==> src/rtl/branch_resolve.sv <==
// rtl/branch_resolve.sv - execute-stage branch resolution with registered result stage and statistics

// equals - combinational N-bit equality comparator
module equals #(
   parameter int N = 32
) (
   input  logic [N-1:0] a,
   input  logic [N-1:0] b,
   output logic         eq
);
   assign eq = (a == b);
endmodule

// branch_resolve - decides BEQ/BNE/B, computes next PC, holds it for fetch
module branch_resolve #(
   parameter int N  = 32,
   parameter int CW = 16
) (
   input  logic          clk,
   input  logic          rst,
   input  logic          flush,
   input  logic          in_valid,
   output logic          in_ready,
   input  logic [1:0]    in_op,
   input  logic [N-1:0]  in_pc,
   input  logic [N-1:0]  in_rs,
   input  logic [N-1:0]  in_rt,
   input  logic [15:0]   in_imm,
   output logic          out_valid,
   input  logic          out_ready,
   output logic          out_taken,
   output logic [N-1:0]  out_target,
   output logic [N-1:0]  out_pc,
   output logic [CW-1:0] branch_count,
   output logic [CW-1:0] taken_count
);
   typedef enum logic {EMPTY = 1'b0, FULL = 1'b1} state_t;

   state_t       state;
   logic         eq;
   logic         taken;
   logic         accept;
   logic [N-1:0] pc4;
   logic [N-1:0] offset;
   logic [N-1:0] target;

   equals #(.N(N)) u_equals (
      .a  (in_rs),
      .b  (in_rt),
      .eq (eq)
   );

   // out_valid is the state flop itself (FULL encodes as 1)
   assign out_valid = (state == FULL);
   assign in_ready  = ~out_valid | out_ready;
   assign accept    = in_valid & in_ready;

   // branch decision and next-PC arithmetic, all modulo 2^N
   always_comb begin
      taken = 1'b0;
      case (in_op)
         2'b00:   taken = 1'b0;
         2'b01:   taken = eq;
         2'b10:   taken = ~eq;
         default: taken = 1'b1;
      endcase
      pc4    = in_pc + N'(4);
      offset = {{(N-18){in_imm[15]}}, in_imm, 2'b00};
      target = taken ? (pc4 + offset) : pc4;
   end

   // output stage: flush empties the stage and wins over any accept
   always_ff @(posedge clk or posedge rst) begin
      if (rst) begin
         state      <= EMPTY;
         out_taken  <= 1'b0;
         out_target <= '0;
         out_pc     <= '0;
      end else if (flush) begin
         state <= EMPTY;
      end else begin
         case (state)
            EMPTY: begin
               if (accept) begin
                  state      <= FULL;
                  out_taken  <= taken;
                  out_target <= target;
                  out_pc     <= in_pc;
               end
            end
            FULL: begin
               if (out_ready) begin
                  if (accept) begin
                     out_taken  <= taken;
                     out_target <= target;
                     out_pc     <= in_pc;
                  end else begin
                     state <= EMPTY;
                  end
               end
            end
            default: state <= EMPTY;
         endcase
      end
   end

   // saturating statistics over accepted, unflushed branch-class ops
   always_ff @(posedge clk or posedge rst) begin
      if (rst) begin
         branch_count <= '0;
         taken_count  <= '0;
      end else if (accept && !flush && in_op != 2'b00) begin
         if (branch_count != {CW{1'b1}})
            branch_count <= branch_count + 1'b1;
         if (taken && taken_count != {CW{1'b1}})
            taken_count <= taken_count + 1'b1;
      end
   end
endmodule

==> config.mk <==
export PLATFORM = sky130hd
export DESIGN_NAME = branch_resolve
export DESIGN_NICKNAME = d
export VERILOG_FILES = /design/src/rtl/branch_resolve.sv
export SDC_FILE = /design/constraint.sdc
export NUM_CORES = 1
export LEC_CHECK = 0
export CAP_MARGIN = 30
export CORE_ASPECT_RATIO = 1.75
export CORE_MARGIN = 10
export CORE_UTILIZATION = 51
export CTS_CLUSTER_SIZE = 28
export DETAILED_ROUTE_END_ITERATION = 10
export DONT_BUFFER_PORTS = 1
export PLACE_DENSITY = 0.65
export SKIP_LAST_GASP = 1
export SLEW_MARGIN = 20
export SYNTH_ARGS = -nofsm -noshare
export SYNTH_HDL_FRONTEND = slang
export SYNTH_SLANG_ARGS = --single-unit
==> constraint.sdc <==
create_clock -name clk -period 5 [get_ports clk]
set_clock_uncertainty 0.15 [all_clocks]
set_input_delay 0.5 -clock clk [delete_from_list [all_inputs] [get_ports clk]]
set_output_delay 0.5 -clock clk [all_outputs]
set_load 0.005 [all_outputs]
==> run summary, run 1 <==
Status: finished with violations
Failing checks: hold timing
Routed Antenna Nets: 0
Synth Flop Type: dfrtp_1
Slowest CP cell: nor3_1
Routed WL per cell: 21.8 um
Placed cell count: 886
Fin. max-slew vios: 0
#FFs+latches synth: 96
Slowest stage delay, CP: 0.59 ns
CTS Buf Count: 9
Total power divided by cell area: 322 mW/mm^2
Most common cell after layout, fill and taps aside: nand2_1
Fraction of layout cells with a size suffix above 1: 0.0381
Clock Latency Late Sink: 0.35 ns
CTS Sinks: 96
Sw Pwr: 0.732 mW
Worst-path maximum fanout: 7
First-pass GRT wire length: 31000 um
Setup TNS: 0 ns
Final setup viols: 0
GRT overflow: 0
Final-report hold violation count: 7
Reg2reg end: branch_count[8]
Maximum vdd drop: 0.000186 V
HPWL Detailed: 16100 um
Clock Pin Slew Worst Setup and Hold Paths: 0.07 ns
RSZ-0062 raised after global routing: no
Vias: 5275
Power share of the clock group: 0.315
1st-iter DRT viols: 160
Starting Density: 0.518
Post-Syn Area per Cell: 8.66 sq um
NumNets Final: 888
Gr usage total: 0.220
Fmax: 267 MHz
Core Box Area: 0.0124 sq mm
Min-delay worst type: input pin to async pin
Logic gate share of total power: 0.213
Die area: 0.0176 sq mm
Post-synth design cell area: 0.00641 sq mm
Die Width: 105 um
Die Height: 168 um
Static leakage: 3.19 nW
Antenna violations before repair: 1
Count of different cell masters after synthesis: 47
Synth async-reset ratio: 1.00
RR Startpoint: out_valid
Routed wire length: 19700 um
Final non-filler cell total: 903
IO Pins: 218
Switching Share: 0.331
CTS tree: done
Cell mode on critical path: nand4_1
R2R depth: 10
Std cell rows: 54
Period minus WS final: 3.75 ns
Post-Syn Nets: 899
Worst Path Arrival: 3.85 ns
Largest net degree at the start of global routing: 86
Critical Path RT: 5.11 ns
Number of max-cap violations: 0
Crit path capture type: flop
Tcrit/Tclk final: 0.750
R2r setup slk: 2.05 ns
Kind of critical path: input pin to flop
# resized after CTS: 0
YS warnings: 0
CP Launch Type: input pin
Post-CTS Setup Inserts: 0
Slew HR: 0.470
Syn-to-layout area delta: 7.09%
Power Internal: 1.48 mW
Post-Synthesis Cells: 740
# DRC: 0
Clock H-tree levels: 3
Total Power: 2.21 mW
Sequential-to-total area share from yosys stat: 0.375
Vias in the first global route: 5569
Crit path cell chain: and4_1 > nand4_1 > nor3_1 > nand4_1 > xnor2_1 > ha_1 > nand4_1 > a2111oi_0 > o31ai_1 > nand2_1 > o221ai_1 > xnor2_1 > a21oi_1 > o31ai_1
Flop pwr share: 0.472
Worst-Margin Slew: 0.795 ns
Placer congestion estimate: 0.923
Root buffer cell: clkbuf_16
Routed vias/inst: 5.84
# port buffers: 0
Number of synthesized flops with an enable pin: 0
Fin Hold WS: -0.00493 ns
Hold buffer count at CTS: 0
Most frequent cells in the layout: nand2_1, dfrtp_1, xor2_1, xnor2_1, nor2_1
Pre-Repair DR Iteration Count: 7
CTS Buffer Depth: 2
[per-stage QoR]
stage	hold slack, ns	utilization	instance area (sq um)	setup WS [ns]
final	-0.00493	0.555	6860	1.25
after floorplan	0.320	-	6410	1.43
after detailed placement	0.354	0.531	6560	0.943
after CTS	0.00696	0.555	6860	1.29
after global routing	0.0514	0.555	6860	0.713
after global placement	0.349	0.531	6560	0.970
[sequential cells by signal, indices dropped and copies added, names as in the netlist]
register / count
out_taken: 1
out_valid: 1
taken_count: 16
branch_count: 16
out_target: 30
out_pc: 32
[worst max path at each step]
stage	cells after the start	endpoint	slack, ns	start
finish	14	out_target[31]	1.25	in_pc[11]
global route	14	out_target[31]	0.71	in_pc[11]
CTS	14	out_target[31]	1.29	in_pc[11]
detailed placement	14	out_target[31]	0.94	in_pc[11]
global placement	12	out_target[28]	0.97	in_pc[11]
floorplan	14	out_target[28]	1.43	in_pc[6]
[worst max-delay path, delay by kind of cell]
kind / cells / cell delay [ns]
AOI/OAI and AO/OA: 5 / 0.96
and+or+nand+nor: 6 / 1.52
xor gates and xnor gates: 2 / 0.62
adders and majority gates: 1 / 0.25
[logic make-up (layout without fill, tap and decap cells)]
family / after synthesis / after routing / share of synthesized area
XOR/XNOR: 117 / 117 / 0.160
multiplexers: 12 / 12 / 0.0193
buffers and inverters: 36 / 30 / 0.0230
AO/OA/AOI/OAI: 136 / 136 / 0.133
adder cells (fa/ha/maj): 40 / 40 / 0.0793
AND/OR/NAND/NOR: 303 / 303 / 0.210
flip-flops: 96 / 96 / 0.375
other: 0 / 1 / 0
[routing by layer]
layer  wire, um  up-vias  global-route usage
met2      10600      175               0.403
met1       6700     2530               0.220
met4        599        0              0.0845
met3       1800       35              0.0807
met5          0        -                   0
li1           -     2535                   -
[cells in the mapped netlist (all sizes together), types with 5 or more instances]
cell type	number	area share
nand2	161	0.094
dfrtp	96	0.37
xor2	59	0.081
xnor2	58	0.079
nor2	48	0.028
a21oi	42	0.033
ha	39	0.076
o21ai	36	0.028
nand3	29	0.023
clkbuf	19	0.011
nand4	18	0.018
a21o	17	0.020
and3	17	0.017
inv	10	0.0059
mux2i	9	0.014
nor4	9	0.0088
a31oi	8	0.0078
buf	7	0.0061
nor3	6	0.0047
o211ai	5	0.0066
[area by class of cell]
class / instances / area, sq um
Fill cell: 1170 / 5500
Multi-Input combinational cell: 608 / 3880
Sequential cell: 96 / 2400
Clock buffer: 11 / 253
Tap cell: 168 / 210
Clock inverter: 5 / 47.5
Inverter: 10 / 40.0
Timing Repair Buffer: 4 / 30.0
Antenna cell: 1 / 2.50
[power groups by stage]
stage / clock (mW) / sequential [mW] / combinational (mW)
detailed placement: 0 / 1.07 / 0.474
global placement: 0 / 1.06 / 0.461
finish: 0.695 / 1.04 / 0.471
floorplan: 0 / 1.01 / 0.383
CTS: 0.716 / 1.05 / 0.475
global route: 0.739 / 1.07 / 0.540
Power figures use the tool's default switching activity.
==> inputs of run 2 (changes only) <==
--- a/config.mk
+++ b/config.mk
@@ -5,6 +5,7 @@
 export SDC_FILE = /design/constraint.sdc
 export NUM_CORES = 1
 export LEC_CHECK = 0
+export ABC_AREA = 1
 export CAP_MARGIN = 30
 export CORE_ASPECT_RATIO = 1.75
 export CORE_MARGIN = 10
==> constraint.sdc (replaced) <==
create_clock -name clk -period 3.6 [get_ports clk]
set_clock_uncertainty 0.15 [all_clocks]
set_input_delay 0.36 -clock clk [delete_from_list [all_inputs] [get_ports clk]]
set_output_delay 0.36 -clock clk [all_outputs]
set_load 0.005 [all_outputs]
==> run 2 against run 1 <==
  * The run now ends clean
  * Cell area rose by 30%
  * Global-route usage rose by 1.9 points
  * Worst hold slack improved by 0.013 ns
  * Synthesized cell count rose by 74%
  * Flip-flop and latch count did not move
  * Count of clock-buffer cells in the layout fell by 1
  * Register-to-register slack got worse by 0.65 ns
  * Die area rose by 25%
  * Worst setup slack got worse by 0.60 ns
  * Clock power rose by 39%
  * Critical endpoint is now out_target[29]
==> run summary, run 2 <==
Total power divided by cell area: 380 mW/mm^2
Most frequent cells in the layout: nand2_1, inv_1, nand3_1, dfrtp_1, nor2_1
GRT overflow: 0
NumNets Final: 1462
Final setup viols: 0
Setup slack after layout: 0.651 ns
Largest net degree at the start of global routing: 43
CTS Buf Count: 9
Post-Synthesis Cells: 1291
Met1 wire length: 9550 um
HPWL Detailed: 21400 um
Largest reg by FF count: out_pc
CTS Sinks: 96
Slowest stage delay, CP: 0.37 ns
Count of different cell masters after synthesis: 43
Period minus WS final: 2.95 ns
Slew HR: 0.654
CTS tree: done
Final-report hold violation count: 0
Die area: 0.0220 sq mm
Fmax: 339 MHz
Total Power: 3.39 mW
Routed wire length: 26700 um
RSZ-0062 raised after global routing: no
Routed WL per cell: 17.9 um
Clock Latency Late Sink: 0.35 ns
Static leakage: 4.81 nW
Post-synth design cell area: 0.00832 sq mm
Sequential-to-total area share from yosys stat: 0.289
Slowest CP cell: ha_1
Die Height: 189 um
Number of synthesized flops with an enable pin: 0
Critical Path RT: 3.69 ns
Setup TNS: 0 ns
Cell mode on critical path: nand2_1
Fraction of layout cells with a size suffix above 1: 0.0589
Max reg flops: 32
Core Box Area: 0.0160 sq mm
Most common cell after layout, fill and taps aside: nand2_1
Worst-path maximum fanout: 6
Std cell rows: 61
Pre-Repair DR Iteration Count: 7
CTS Buffer Depth: 2
Vias: 7975
Top-area cell type share of the netlist area: 0.289
Status: finished, final reports clean
Starting Density: 0.521
# DRC: 0
1st-iter DRT viols: 524
Antenna violations before repair: 0
Kind of critical path: input pin to flop
Routed length on met2: 14100 um
IO Pins: 218
Worst-Margin Slew: 0.517 ns
Min-delay worst type: input pin to flop
Routed vias/inst: 5.33
Clock Pin Slew Worst Setup and Hold Paths: 0.07 ns
Routed Antenna Nets: 0
Syn-to-layout area delta: 7.25%
Final non-filler cell total: 1496
Uppermost routed layer: met4
Most common cell in the synthesized netlist: nand2_1
Placed cell count: 1463
Synth Flop Type: dfrtp_1
Area leader, netlist: dfrtp_1
Fin. max-slew vios: 0
Crit path cell chain: ha_1 > nand2_1 > nor2_2 > nand4_2 > nor2_4 > xor2_2 > inv_1 > ha_1 > nand2_1 > nor2_1 > nand2_1 > nor2_1 > nand2_1 > nand2_1 > nand2_1 > nand2_1 > nand2_1 > nand3_1 > nand2_1
#FFs+latches synth: 96
Root buffer cell: clkbuf_16
Placer congestion estimate: 0.949
Setup slack at placement: 0.300 ns
Largest regs: out_pc (32), out_target (30)
Vias in the first global route: 8127
Clock H-tree levels: 3
# resized after CTS: 0
CP Launch Type: input pin
YS warnings: 0
Area contributors post-synth: dfrtp_1, nand2_1, inv_1, ha_1, nand3_1
# port buffers: 0
Tcrit/Tclk final: 0.819
Fin Hold WS: 0.00806 ns
Crit path capture type: flop
Synth async-reset ratio: 1.00
Post-Syn Area per Cell: 6.44 sq um
Worst Path Arrival: 3.04 ns
Routed wl met3: 1840 um
Number of max-cap violations: 0
Post-CTS Setup Inserts: 0
Diodes inserted: 0
Leading cell types by count after synthesis: nand2_1, inv_1, nand3_1
Gr usage total: 0.239
First-pass GRT wire length: 41500 um
Die Width: 117 um
Post-Syn Nets: 1450
Maximum vdd drop: 0.000179 V
-- run 2: cell types whose count changed after synthesis, sizes merged, moves of 17 or more --
cell / previous run / this run
xor2: 59 / 39
nand3: 29 / 103
a21oi: 42 / 25
nand2: 161 / 537
nor2: 48 / 107
inv: 10 / 183
-- run 2: power breakdown --
group | switching [mW] | internal [mW]
clock | 0.426 | 0.537
sequential | 0.239 | 1.27
combinational | 0.565 | 0.353
-- run 2: layout make-up --
class,count,area (sq um)
fill,1670,7030
sequential,96,2400
timing repair buffer,28,255
inverter,183,694
tap,189,236
clock buffer,10,229
clock inverter,5,57.6
multi-input combinational,985,5050
-- run 2: final timing paths --
kind / to / from / depth (start not counted) / slack, ns
min: out_valid / in_valid / 2 / 0.008
min in group asynchronous: out_target[18] / rst / 2 / 0.35
max: out_target[29] / in_pc[2] / 19 / 0.65
min reg2reg: out_pc[9] / out_pc[9] / 2 / 0.36
max in group asynchronous: out_pc[9] / rst / 3 / 2.15
max reg2reg: branch_count[14] / out_valid / 9 / 1.40
-- run 2: what timing repair did --
| action | 4_1_cts | 5_1_grt |
|---|---|---|
| hold buffers | 18 | 0 |
| setup endpoints to repair | 0 | 0 |
| hold endpoints to repair | 46 | 0 |
-- run 2: critical path, delay by kind of cell --
family | cells | cell delay [ns]
xor gates and xnor gates | 1 | 0.23
and+or+nand+nor | 15 | 1.85
buffers and inverters | 1 | 0.07
adders and majority gates | 2 | 0.53
-- run 2: logic make-up after synthesis --
family          Yosys count  share of synthesized area
xor+xnor                 82                     0.0881
compound gates           69                     0.0454
simple gates            793                      0.411
fa+ha+maj                40                     0.0611
mux                       1                    0.00135
flops                    96                      0.289
buf+inv                 210                      0.105
-- run 2: metrics by stage --
stage	instance area (sq um)	util
global placement	8450	0.530
CTS	8920	0.559
floorplan	8320	-
detailed placement	8450	0.530
global route	8920	0.559
finish	8920	0.559
-- run 2: layer usage --
metal  global-route usage  vias up
met1                0.242     3647
met2                0.446      276
met5                    0        -
li1                     -     3993
met4                0.117        0
met3               0.0446       59
==> inputs of run 3 (changes only) <==
--- a/config.mk
+++ b/config.mk
@@ -13,7 +13,7 @@
 export CTS_CLUSTER_SIZE = 28
 export DETAILED_ROUTE_END_ITERATION = 10
 export DONT_BUFFER_PORTS = 1
-export PLACE_DENSITY = 0.65
+export PLACE_DENSITY = 0.68
 export SKIP_LAST_GASP = 1
 export SLEW_MARGIN = 20
 export SYNTH_ARGS = -nofsm -noshare
==> constraint.sdc (replaced) <==
create_clock -name clk -period 2.4 [get_ports clk]
set_clock_uncertainty 0.15 [all_clocks]
set_input_delay 0.24 -clock clk [delete_from_list [all_inputs] [get_ports clk]]
set_output_delay 0.24 -clock clk [all_outputs]
set_load 0.005 [all_outputs]
==> run 3 against run 2 <==
  * The flow now finishes with violations (setup timing)
  * Power increased by 65%
  * Non-clock buffer count increased by 113
  * Core utilization increased by 13 points
  * Critical path type unchanged
  * Highest routed layer unchanged
==> run summary, run 3 (synthesized netlist as in run 2, its figures left out) <==
Power share of the clock group: 0.263
1st-iter DRT viols: 748
Worst-Margin Slew: 0.512 ns
R2R depth: 10
Routed wl met3: 2310 um
Tcrit/Tclk final: 1.01
Antenna violations before repair: 0
HPWL Detailed: 22000 um
Switching Share: 0.365
Met1 wire length: 9620 um
Pre-Repair DR Iteration Count: 5
Sw Pwr: 2.04 mW
Root buffer cell: clkbuf_16
Routed vias/inst: 5.43
CTS Buffer Depth: 2
Vias in the first global route: 8657
Number of max-cap violations: 0
Stages on the worst setup path: 20
Min-delay worst type: input pin to flop
Max reg flops: 32
Period minus WS final: 2.42 ns
Fin. max-slew vios: 0
Die area: 0.0220 sq mm
RSZ-0062 raised after global routing: yes
Largest net degree at the start of global routing: 97
Final-report hold violation count: 0
NumNets Final: 1575
IO Pins: 218
Flop pwr share: 0.407
Final non-filler cell total: 1610
Fillers: 1335
Fraction of layout cells with a size suffix above 1: 0.257
Fin area: 0.0110 sq mm
Vias: 8736
Std cell rows: 61
Crit-path leading delay family: simple AND/OR/NAND/NOR gates
Kind of critical path: input pin to flop
Syn-to-layout area delta: 31.8%
Routed wire length: 29200 um
CTS Buf Count: 9
Placer congestion estimate: 0.940
Die Width: 117 um
Setup slack after layout: -0.0200 ns
Count of buffer and inverter cells on the critical path: 3
Maximum vdd drop: 0.000452 V
Crit path cell chain: nand3_4 > nor2_4 > nand3_4 > nor2_4 > nand2_2 > xor2_2 > inv_2 > ha_4 > nand2_2 > buf_4 > inv_2 > and3_4 > nand2_1 > nand3_2 > nand2_1 > nand2_1 > nand2_2 > nand2_1 > nand2_1 > nand2_1
Routed Antenna Nets: 0
Worst-path maximum fanout: 6
Most common cell after layout, fill and taps aside: nand2_1
Slew HR: 0.659
# DRC: 0
Power Internal: 3.55 mW
WHS Path Cells: 2
Fmax: 413 MHz
Cell mode on critical path: nand2_1
Worst Path Arrival: 2.56 ns
Static leakage: 5.52 nW
Routed length on met2: 15700 um
Total Power: 5.59 mW
Slowest CP cell: ha_4
Logic gate share of total power: 0.330
Routed WL per cell: 18.1 um
GRT overflow: 0
Final setup viols: 1
Die Height: 189 um
Setup slack at placement: -0.717 ns
Setup TNS: -0.0200 ns
First-pass GRT wire length: 43900 um
Slowest stage delay, CP: 0.27 ns
Status: finished with violations
Failing checks: setup timing
Clock Pin Slew Worst Setup and Hold Paths: 0.07 ns
Largest reg by FF count: out_pc
Critical Path RT: 2.54 ns
CTS tree: done
Largest regs: out_pc (32), out_target (30)
CTS Sinks: 96
Clock Latency Late Sink: 0.34 ns
Uppermost routed layer: met4
# port buffers: 0
Placed cell count: 1554
Area after DPL: 0.00929 sq mm
Diodes inserted: 0
CP Launch Type: input pin
Gr usage total: 0.252
Core Box Area: 0.0160 sq mm
Crit path capture type: flop
Total power divided by cell area: 510 mW/mm^2
Clock H-tree levels: 3
Most frequent cells in the layout: nand2_1, inv_1, buf_4, dfrtp_1, nand3_1
Starting Density: 0.521
run 3: power groups by stage:
stage | logic [mW] | clock network, mW | registers (mW)
floorplan | 1.11 | 0 | 2.16
global placement | 1.52 | 0 | 2.30
detailed placement | 1.55 | 0 | 2.31
CTS | 1.63 | 1.49 | 2.28
global route | 2.07 | 1.57 | 2.32
finish | 1.84 | 1.47 | 2.28
run 3: cell type report:
cell class / count / area, sq um / area share
well taps: 189 / 236 / 0.0216
clock inverters: 4 / 53.8 / 0.00491
clock buffers: 12 / 246 / 0.0225
inverters: 183 / 696 / 0.0635
multi-input cells: 985 / 6130 / 0.559
flip-flops and latches: 96 / 2400 / 0.219
repair buffers: 141 / 1200 / 0.109
run 3: routing by layer:
layer  vias to the layer above  global-route usage
li1                       4214                   -
met1                      4044               0.256
met2                       382               0.466
met3                        96              0.0465
met4                         0               0.133
met5                         -                   0
run 3: metrics by stage:
| stage | util | hold slack, ns |
|---|---|---|
| floorplan | - | 0.153 |
| global placement | 0.582 | 0.151 |
| detailed placement | 0.582 | 0.152 |
| CTS | 0.632 | 0.00244 |
| global route | 0.687 | 0.0288 |
| finish | 0.687 | 0.0328 |
run 3: worst paths after layout:
| path | slack [ns] | from | to |
|---|---|---|---|
| max | -0.02 | in_pc[4] | out_target[23] |
| min | 0.03 | in_pc[8] | out_pc[8] |
| max reg2reg | 0.30 | taken_count[0] | taken_count[8] |
| min in group asynchronous | 0.36 | rst | out_pc[27] |
| min reg2reg | 0.37 | out_pc[14] | out_pc[14] |
| max in group asynchronous | 1.34 | rst | out_valid |
run 3: timing repair:
| item | CTS | global route |
|---|---|---|
| resized for setup | 32 | 191 |
| setup endpoints to repair | 16 | 24 |
| hold endpoints to repair | 125 | 0 |
| hold buffers | 31 | 0 |
| setup buffers | 3 | 7 |
| pin swaps | 7 | 78 |
